## src/rtl/tx_zc_sched.sv

```systemverilog
// Round-robin scheduler sharing one ZC phase generator among NUM_REQ requesters.
// Grants a requester, loads its config, pulses start, and acks on end, reject or timeout.
module tx_zc_sched #(
  parameter int unsigned NUM_REQ = 3,
  parameter int unsigned TIMEOUT = 4095
) (
  input  logic                 sys_clk,
  input  logic                 rst,
  input  logic [NUM_REQ-1:0]    req,
  input  logic [NUM_REQ*85-1:0] req_cfg,
  output logic [NUM_REQ-1:0]    ack,
  output logic                 ack_err,
  output logic [1:0]           gnt_idx,
  output logic [4:0]           zc_u,
  output logic [4:0]           zc_v,
  output logic [4:0]           zc_alpha,
  output logic [11:0]          zc_start_index,
  output logic [11:0]          zc_len,
  output logic [11:0]          zc_N_zc,
  output logic [14:0]          zc_Q,
  output logic [15:0]          zc_P,
  output logic                 zc_start,
  input  logic                 zc_busy,
  input  logic                 zc_end,
  output logic                 sched_busy
);

  typedef enum logic [2:0] {
    StIdle,
    StLoad,
    StStart,
    StWaitEnd,
    StDone,
    StErr
  } state_e;

  state_e      state_q, state_d;
  logic [1:0]  sel_q;
  logic [1:0]  gnt_idx_q;
  logic [1:0]  last_gnt_q;
  logic [11:0] cnt_q;
  logic [81:0] cfg_q;

  logic [81:0] cfg_sel;
  logic        pick_valid;
  logic [1:0]  pick_idx;
  logic [1:0]  cand;
  logic        cfg_bad;

  // Packed fields occupy the low 82 bits of each 85-bit slice; the top 3 bits are reserved.
  assign cfg_sel = req_cfg[32'(sel_q) * 85 +: 82];
  assign cfg_bad = (cfg_sel[42:31] < 12'd30) || (cfg_sel[54:43] == 12'd0);

  always_comb begin
    pick_valid = 1'b0;
    pick_idx   = '0;
    cand       = '0;
    for (int unsigned i = 0; i < NUM_REQ; i++) begin
      cand = 2'((32'(last_gnt_q) + 32'd1 + i) % NUM_REQ);
      if (!pick_valid && req[cand]) begin
        pick_valid = 1'b1;
        pick_idx   = cand;
      end
    end
  end

  always_comb begin
    state_d = state_q;
    unique case (state_q)
      StIdle: begin
        if (pick_valid && !zc_busy) state_d = StLoad;
      end
      StLoad: begin
        state_d = cfg_bad ? StErr : StStart;
      end
      StStart: begin
        state_d = StWaitEnd;
      end
      StWaitEnd: begin
        // End-of-sequence wins over a coincident timeout.
        if (zc_end) begin
          state_d = StDone;
        end else if (cnt_q == 12'(TIMEOUT)) begin
          state_d = StErr;
        end
      end
      StDone:  state_d = StIdle;
      StErr:   state_d = StIdle;
      default: state_d = StIdle;
    endcase
  end

  always_ff @(posedge sys_clk) begin
    if (rst) begin
      state_q    <= StIdle;
      sel_q      <= '0;
      gnt_idx_q  <= '0;
      last_gnt_q <= 2'(NUM_REQ - 1);
      cnt_q      <= '0;
      cfg_q      <= '0;
    end else begin
      state_q <= state_d;
      if (state_q == StIdle && pick_valid && !zc_busy) begin
        sel_q <= pick_idx;
      end
      if (state_q == StLoad) begin
        gnt_idx_q <= sel_q;
        cfg_q     <= cfg_sel;
      end
      if (state_q == StStart) begin
        cnt_q <= '0;
      end else if (state_q == StWaitEnd) begin
        cnt_q <= cnt_q + 12'd1;
      end
      if (state_q == StDone || state_q == StErr) begin
        last_gnt_q <= gnt_idx_q;
      end
    end
  end

  always_comb begin
    ack = '0;
    if (state_q == StDone || state_q == StErr) ack[gnt_idx_q] = 1'b1;
  end

  assign ack_err        = (state_q == StErr);
  assign zc_start       = (state_q == StStart);
  assign sched_busy     = (state_q != StIdle);
  assign gnt_idx        = gnt_idx_q;
  assign zc_u           = cfg_q[81:77];
  assign zc_v           = cfg_q[76:72];
  assign zc_alpha       = cfg_q[71:67];
  assign zc_start_index = cfg_q[66:55];
  assign zc_len         = cfg_q[54:43];
  assign zc_N_zc        = cfg_q[42:31];
  assign zc_Q           = cfg_q[30:16];
  assign zc_P           = cfg_q[15:0];

endmodule
```

## config.mk

```make
export PLATFORM = sky130hd
export DESIGN_NAME = tx_zc_sched
export DESIGN_NICKNAME = d
export VERILOG_FILES = /design/src/rtl/tx_zc_sched.sv
export SDC_FILE = /design/constraint.sdc
export NUM_CORES = 1
export LEC_CHECK = 0
export CORE_AREA = 5 5 132 134
export CTS_CLUSTER_SIZE = 8
export DETAILED_ROUTE_END_ITERATION = 6
export DIE_AREA = 0 0 137 139
export PLACE_DENSITY_LB_ADDON = 0.08
export SKIP_CTS_REPAIR_TIMING = 1
export SYNTH_ARGS = -nofsm -noshare
export SYNTH_HDL_FRONTEND = slang
export SYNTH_SLANG_ARGS = --single-unit
export TNS_END_PERCENT = 5
```

## constraint.sdc

```tcl
create_clock -name sys_clk -period 2.5 [get_ports sys_clk]
set_input_delay 0.375 -clock sys_clk [delete_from_list [all_inputs] [get_ports sys_clk]]
set_output_delay 0.375 -clock sys_clk [all_outputs]
set_load 0.01 [all_outputs]
```

### Yosys cells after proc, flatten, opt, wreduce, memory -nomap -nowiden

Cells that the tools add are included.
W data, S select, Z words.

| cells by class | value |
|---|---|
| $lt $le $gt $ge | 6 |
| shift operators | 1 |
| div/mod/pow operators | 3 |
| bitwise logic cells | 0 |
| eq/ne operators | 8 |
| reduce and logical (&&, ||, !) cells | 16 |
| muxes and demuxes | 20 |
| multiply operators | 1 |
| $add $sub $neg | 4 |

Operators with widths:

| cell | number |
|---|---|
| $shiftx A255 B10 Y82 | 1 |
| $mod A32 B2 Y32 const B | 3 |
| $add A32 B1 Y32 const B | 1 |
| $mux W3 | 5 |
| $add A12 B1 Y12 const B | 1 |
| $eq A12 B12 Y1 const B | 1 |
| $logic_not A12 Y1 | 1 |
| $lt A12 B5 Y1 const B | 1 |
| $lt A2 B3 Y1 const B | 4 |
| $pmux W3 S4 | 1 |
| $mul A2 B7 Y9 const B | 1 |
| $mux W1 | 7 |
| $bmux W1 S2 | 3 |
| $eq A3 B2 Y1 const B | 2 |
| $eq A3 B3 Y1 const B | 2 |
| $logic_and A1 B1 Y1 | 6 |
| $mux W2 | 3 |
| $add A3 B2 Y4 const B | 1 |
| $add A2 B1 Y3 const B | 1 |
| $eq A3 B1 Y1 const B | 1 |
| $logic_not A1 Y1 | 3 |
| $logic_not A3 Y1 | 1 |
| $ne A3 B3 Y1 const B | 1 |
| $reduce_bool A3 Y1 | 1 |
| other kinds (6) | 7 |

| storage, ports and cells | value |
|---|---|
| bits in latches | 0 |
| ROM bits | 0 |
| bits in writable memories | 0 |
| output and inout port bits | 90 |
| register bits | 103 |
| memories | 0 |

### Logic depth before layout (Yosys ltp)

Gate-level depths: netlist (run 1).

| logic depth | value |
|---|---|
| depth in word-level cells | 14 |
| mapped depth | 9 |
| depth with buffers taken out | 7 |

### Worst setup path before layout (run 1)

Ideal clock, no wire load.

| path | value |
|---|---|
| path kind | register to register |
| start point | reg last_gnt_q[0] |
| end point | reg sel_q[0] |
| clock period less this slack | 1.950 ns |
| cell stages (with the launch flop) | 9 |
| buffers on the path | 1 |
| arrival | 1.822 ns |
| path slack | 0.550 ns |
| setup time | 0.128 ns |
| cells stage by stage | dfxtp_1 > inv_1 > ha_1 > clkbuf_1 > maj3_1 > a221oi_1 > and2b_1 > mux2i_1 > nor2_1 |

| on the way | value |
|---|---|
| cells in the longest elaborated chain, start to end | 13 |

RTL lines:

| what | RTL line | RTL |
|---|---|---|
| from (decl) | 40 | `logic [1:0] last_gnt_q;` |
| from (signal assigned) | 98 | `last_gnt_q <= 2'(NUM_REQ - 1);` |
| from (signal assigned) | 116 | `last_gnt_q <= gnt_idx_q;` |
| $add A2 B1 Y3 * | 59 | `cand = 2'((32'(last_gnt_q) + 32'd1 + i) % NUM_REQ);` |
| parallel branches: the longest is 12 deep, another holds $add A32 B1 Y32 | - |  |
| to (signal assigned) | 104 | `sel_q <= pick_idx;` |
| to (decl) | 38 | `logic [1:0] sel_q;` |

Every way passes the cells marked *. The select of a mux whose other input is x is not followed.
A chain may end at the register's enable or synchronous reset.

### Final worst setup path (run 1)

| path | value |
|---|---|
| start point | reg state_q[1] |
| end point | out ack[1] |

| on the way | value |
|---|---|
| cells in the longest elaborated chain, start to end | 3 |

RTL lines:

| what | RTL line | RTL |
|---|---|---|
| from (decl) | 37 | `state_e state_q, state_d;` |
| from (signal assigned) | 95 | `state_q <= StIdle;` |
| from (signal assigned) | 102 | `state_q <= state_d;` |
| $eq A3 B3 Y1 | 123 | `if (state_q == StDone \|\| state_q == StErr) ack[gnt_idx_q] = 1'b1;` |
| $logic_or A1 B1 Y1 * | 123 |  |
| $mux W3 * | 123 |  |
| to (decl) | 11 | `output logic [NUM_REQ-1:0] ack,` |

Every way passes the cells marked *; elsewhere a longest branch is shown, timed or not.

==> flow_summary.yaml, run 1 <==
cts:
  clockBufferDepth: 2
  clk-insertion-delay-late_ns: 0.34
  cts_sinks: 103
  clkSlewWorstSetupHoldPaths_ns: 0.07
  cts_buffers: 9
  cts_max_level: 3
  cts_tree: "built"
  clockRootBuffer: "clkbuf_16"
sta:
  finalMaxSlewViolations: 0
  grt_setup_unrepaired: "no"
  whs_ns: 0.497
  fin_ws_ns: 0.194
  fmax_ghz: 0.434
  period_needed_ns: 2.31
  fin_crit_sh_pct: 92.2
  setup_viol: 0
  fin_skew_ns: 0.00570
  relSlewSlack_pct: 59.4
  max_slew.worst_pin.slew_ns: 0.608
  tns_ns: 0
  finalHoldViolations: 0
logic_synthesis:
  ys_types: 43
  syn-num-nets: 925
  syn_area_per_cell_um2: 8.31
  synth-warning-count: 0
  synth_edf_count: 0
  synth_area_mm2: 0.00549
  seq_area_frac_synth_pct: 37.6
  ys.flop_type: "dfxtp_1"
  netlist_instances: 660
  synthArstFlopShare_pct: 0
  synth.ff_latch_count: 103
global_route:
  grt_pass1_vias: 5660
  grt_overflow: 0
  antenna_found_initial: 0
  track_usage_pct: 20.9
  grt_max_degree: 113
  grt_first_pass_wirelength_mm: 31.0
finish:
  final_core_util_pct: 57.6
  area_growth_pct: 69.8
  drive_gt1_share_pct: 3.51
  nets: 1231
  final_area_mm2: 0.00931
  diodes: 0
worst_hold_path:
  min_from: "cfg_q[60]"
  hp-class: "reg -> reg"
power:
  p_per_area_mw_per_mm2: 555
  leakage_nw: 3.28
  ir_drop_v: 0.000315
drt:
  wl_per_cell_um: 17.6
  vias: 5771
  firstDrtPassIters: 4
  drt_iter0_drc: 188
  via_per_inst: 4.85
  drc: 0
  wirelength_mm: 20.9
  ant_nets: 0
place:
  dpl.hpwl_mm: 16.3
  portBuffers: 342
  routabilityCongestion: 0.799
  pre_cts_ws_ns: 0.267
  post_dp_cell_area_mm2: 0.00906
floorplan:
  core_area_mm2: 0.0162
  num_io_pins: 352
  die_w_um: 137
  die_y_um: 139
  initial_utilization_pct: 33.9
  rows: 47
  die-area_mm2: 0.0190
setup_path:
  crit_arrival_ns: 1.93
  critPathRequiredTime_ns: 2.12
  crit_path_start: "state_q[1]"
  path_class: "reg -> out"
  cp_max_fo: 7
  r2r_slack_ns: 0.35
  reg2reg_from: "sel_q[0]"
  end_kind: "output pin"
  start_kind: "flip-flop"
outcome:
  status: "complete, no violations"
flow_run:
  cap_violations: 0
critical path, stage by stage, from the launching register on:
cell	delay, ns
dfxtp_1	0.35
inv_1	0.22
nand2_1	0.16
nor2_1	0.16
and2_1	0.14
clkdlybuf4s50_1	0.55
sequential cells by signal, indices dropped and copies added, names as in the netlist:
signal / cells
gnt_idx: 2
last_gnt_q: 2
sel_q: 2
cfg_q: 82
cnt_q: 12
state_q: 3
where the power goes:
group	internal (W)	total, W	leakage, nW	switching, W
Combinational	0.00107	0.00191	2.32	0.000838
Clock	0.000668	0.00124	0.123	0.000574
Sequential	0.00188	0.00201	0.846	0.000137
synthesized netlist by cell type (9+ instances only):
cell | n | area, µm²
clkbuf_1 | 22 | 82.6
buf_2 | 20 | 100
nand3_1 | 9 | 45.0
nor2_1 | 168 | 631
a211oi_1 | 82 | 616
dfxtp_1 | 103 | 2060
mux2i_1 | 87 | 871
buf_1 | 13 | 48.8
a21oi_1 | 65 | 325
a2bb2oi_1 | 23 | 201
layout make-up:
cell class	instances	area [µm²]
clock buffer	13	240
clock inverter	2	10.0
fill	1522	6860
inverter	6	22.5
multi-input combinational	491	3130
sequential	103	2070
tap	220	275
timing repair buffer	355	3570
worst paths after layout:
check / to / cells after the start
worst max-delay path: ack[1] / 5
worst min-delay path: cfg_q[60] / 2
worst max register to register: state_q[1] / 8
worst min register to register: cfg_q[60] / 2
stage by stage:
step | total power (W) | std cells
2_1_floorplan | 0.00290 | 660
4_1_cts | 0.00524 | 1190
5_1_grt | 0.00548 | 1190
3_5_place_dp | 0.00398 | 1175
3_3_place_gp | 0.00397 | 1175
6_report | 0.00517 | 1190
layer usage:
layer	track usage [%]	vias to the layer above	wire, µm
met5	0	-	0
met4	6.51	0	380
met3	7.37	22	2060
met2	35.8	222	10100
met1	24.3	2547	8380
li1	-	2980	-
logic make-up (layout without fill, tap and decap cells):
group | count (synthesis) | after routing | synth area share [%]
AOI/OAI and AO/OA | 182 | 182 | 22.7
and+or+nand+nor | 207 | 207 | 15.7
buffers and inverters | 66 | 376 | 5.59
DFF | 103 | 103 | 37.6
muxes | 87 | 87 | 15.9
adders and majority gates | 4 | 4 | 0.867
xor gates and xnor gates | 11 | 11 | 1.76
cell usage in the layout (no fill, tap or decap), types with 3 or more instances in the layout:
master           synthesis  final
clkbuf_16                0      9
mux2i_1                 87     87
clkbuf_1                22      4
a2bb2oi_1               23     23
buf_4                    1     10
nor3_1                   3      3
nand3_1                  9      9
buf_12                   0      4
inv_1                    6      6
a211oi_1                82     82
ha_1                     3      3
a21oi_1                 65     65
nand4_1                  6      6
xnor2_1                  6      6
dfxtp_1                103    101
nor2_1                 168    168
xor2_1                   5      5
nand2_1                  6      6
clkdlybuf4s50_1          0    341
Note: power is estimated with default switching activity, not from simulation.
==> run 2: changes to the inputs <==
HOLD_SLACK_MARGIN = 0.12   (was not set)
==> results of run 2 <==
The final DEF is identical to that of run 1; final timing and power are the same.
==> run 3: changes to the inputs <==
CELL_PAD_IN_SITES_DETAIL_PLACEMENT = 2   (was not set)
CELL_PAD_IN_SITES_GLOBAL_PLACEMENT = 2   (was not set)
CORE_AREA = not set   (was 5 5 132 134)
CORE_MARGIN = 5   (was not set)
CORE_UTILIZATION = 19   (was not set)
DIE_AREA = not set   (was 0 0 137 139)
==> run 3 against run 2 <==
Routed wire length is 24% higher. Die area increased by 70%. Sequential share of layout area decreased by 0.61 points. Highest routed layer unchanged. Critical path depth unchanged. Largest cell class unchanged.
==> flow_summary.yaml, run 3 (synthesized netlist as in run 1, its figures left out) <==
setup_path:
  path_class: "reg -> out"
  end_kind: "output pin"
  critPathRequiredTime_ns: 2.12
  start_kind: "flip-flop"
  crit_arrival_ns: 1.88
  cp_max_fo: 7
drt:
  drt_iter0_drc: 134
  ant_nets: 0
  wl_per_cell_um: 19.2
  via_per_inst: 4.48
  wirelength_mm: 26.1
  vias: 6074
  drc: 0
  firstDrtPassIters: 4
global_route:
  grt_first_pass_wirelength_mm: 40.3
  antenna_found_initial: 2
  grt_max_degree: 85
  grt_pass1_vias: 6653
  track_usage_pct: 15.7
  grt_overflow: 0
sta:
  whs_ns: 0.455
  setup_viol: 0
  fin_skew_ns: 0.0129
  relSlewSlack_pct: 59.5
  tns_ns: 0
  finalMaxSlewViolations: 0
  grt_setup_unrepaired: "no"
  period_needed_ns: 2.26
  max_slew.worst_pin.slew_ns: 0.608
  fmax_ghz: 0.443
  finalHoldViolations: 0
  fin_crit_sh_pct: 90.3
floorplan:
  die_w_um: 180
  initial_utilization_pct: 19.2
  rows: 62
  num_io_pins: 352
  die_y_um: 180
  core_area_mm2: 0.0286
  die-area_mm2: 0.0324
finish:
  reg_top3: "cfg_q x82, cnt_q x12, state_q x3"
  area_growth_pct: 74.7
  drive_gt1_share_pct: 4.02
  most-common-layout-cells: "341 x clkdlybuf4s50_1, 168 x nor2_1, 101 x dfxtp_1, 87 x mux2i_1, 82 x a211oi_1"
  final_common_cell: "clkdlybuf4s50_1"
  final_area_mm2: 0.00959
  largest_reg_flops: 82
  nets: 1230
  top_register: "cfg_q"
place:
  portBuffers: 342
  routabilityCongestion: 0.794
  dpl.hpwl_mm: 20.2
  post_dp_cell_area_mm2: 0.00929
worst_hold_path:
  hp-class: "in -> reg"
cts:
  cts_sinks: 103
  clockBufferDepth: 2
  cts_tree: "built"
  clkSlewWorstSetupHoldPaths_ns: 0.08
  clockRootBuffer: "clkbuf_16"
  cts_buffers: 9
  clk-insertion-delay-late_ns: 0.35
  cts_max_level: 3
outcome:
  status: "complete, no violations"
power:
  design_power_total_w: 0.00541
  ir_drop_v: 0.000298
  leakage_nw: 3.31
  p_per_area_mw_per_mm2: 564
flow_run:
  cap_violations: 0
==> run 3: metrics by stage <==
step / setup slack [ns] / cells / util (%)
2_1_floorplan: 0.550 / 660 / -
3_3_place_gp: 0.195 / 1338 / 32.5
3_5_place_dp: 0.142 / 1338 / 32.5
4_1_cts: 0.0845 / 1354 / 33.5
5_1_grt: 0.0739 / 1356 / 33.5
6_report: 0.243 / 1356 / 33.5
==> run 3: metal layers <==
| metal | vias to the layer above | part of all wire [%] | track usage, % |
|---|---|---|---|
| li1 | 2974 | - | - |
| met1 | 2874 | 42 | 18.7 |
| met2 | 211 | 49 | 27.2 |
| met3 | 15 | 7.3 | 5.30 |
| met4 | 0 | 1.2 | 3.90 |
| met5 | - | 0 | 0 |
==> run 3: layout make-up <==
cell class	instances	area, µm²
antenna	2	5.00
inverter	6	22.5
multi-input combinational	491	3130
fill	3155	19000
clock buffer	11	253
sequential	103	2070
tap	384	480
timing repair buffer	354	3590
clock inverter	5	40.0
==> run 3: critical path, cell delays in order, from the launching register on <==
cell and delay (ns):
dfxtp_1 0.38, inv_2 0.16, nand2_1 0.15, nor2_1 0.16, and2_1 0.14, clkdlybuf4s50_1 0.55
==> run 3: where the power goes <==
part / switching, W / internal (W)
logic: 0.000889 / 0.00108
registers: 0.000135 / 0.00187
clock network: 0.000689 / 0.000742
==> run 3: path summary, 6_finish.rpt <==
path                            cells past startpoint  slack (ns)        from         end
worst max-delay path                                5        0.24  state_q[1]      ack[1]
worst min-delay path                                2        0.45         rst  gnt_idx[1]
worst max register to register                      7        0.35    sel_q[0]  state_q[1]
worst min register to register                      2        0.50   cfg_q[41]   cfg_q[41]
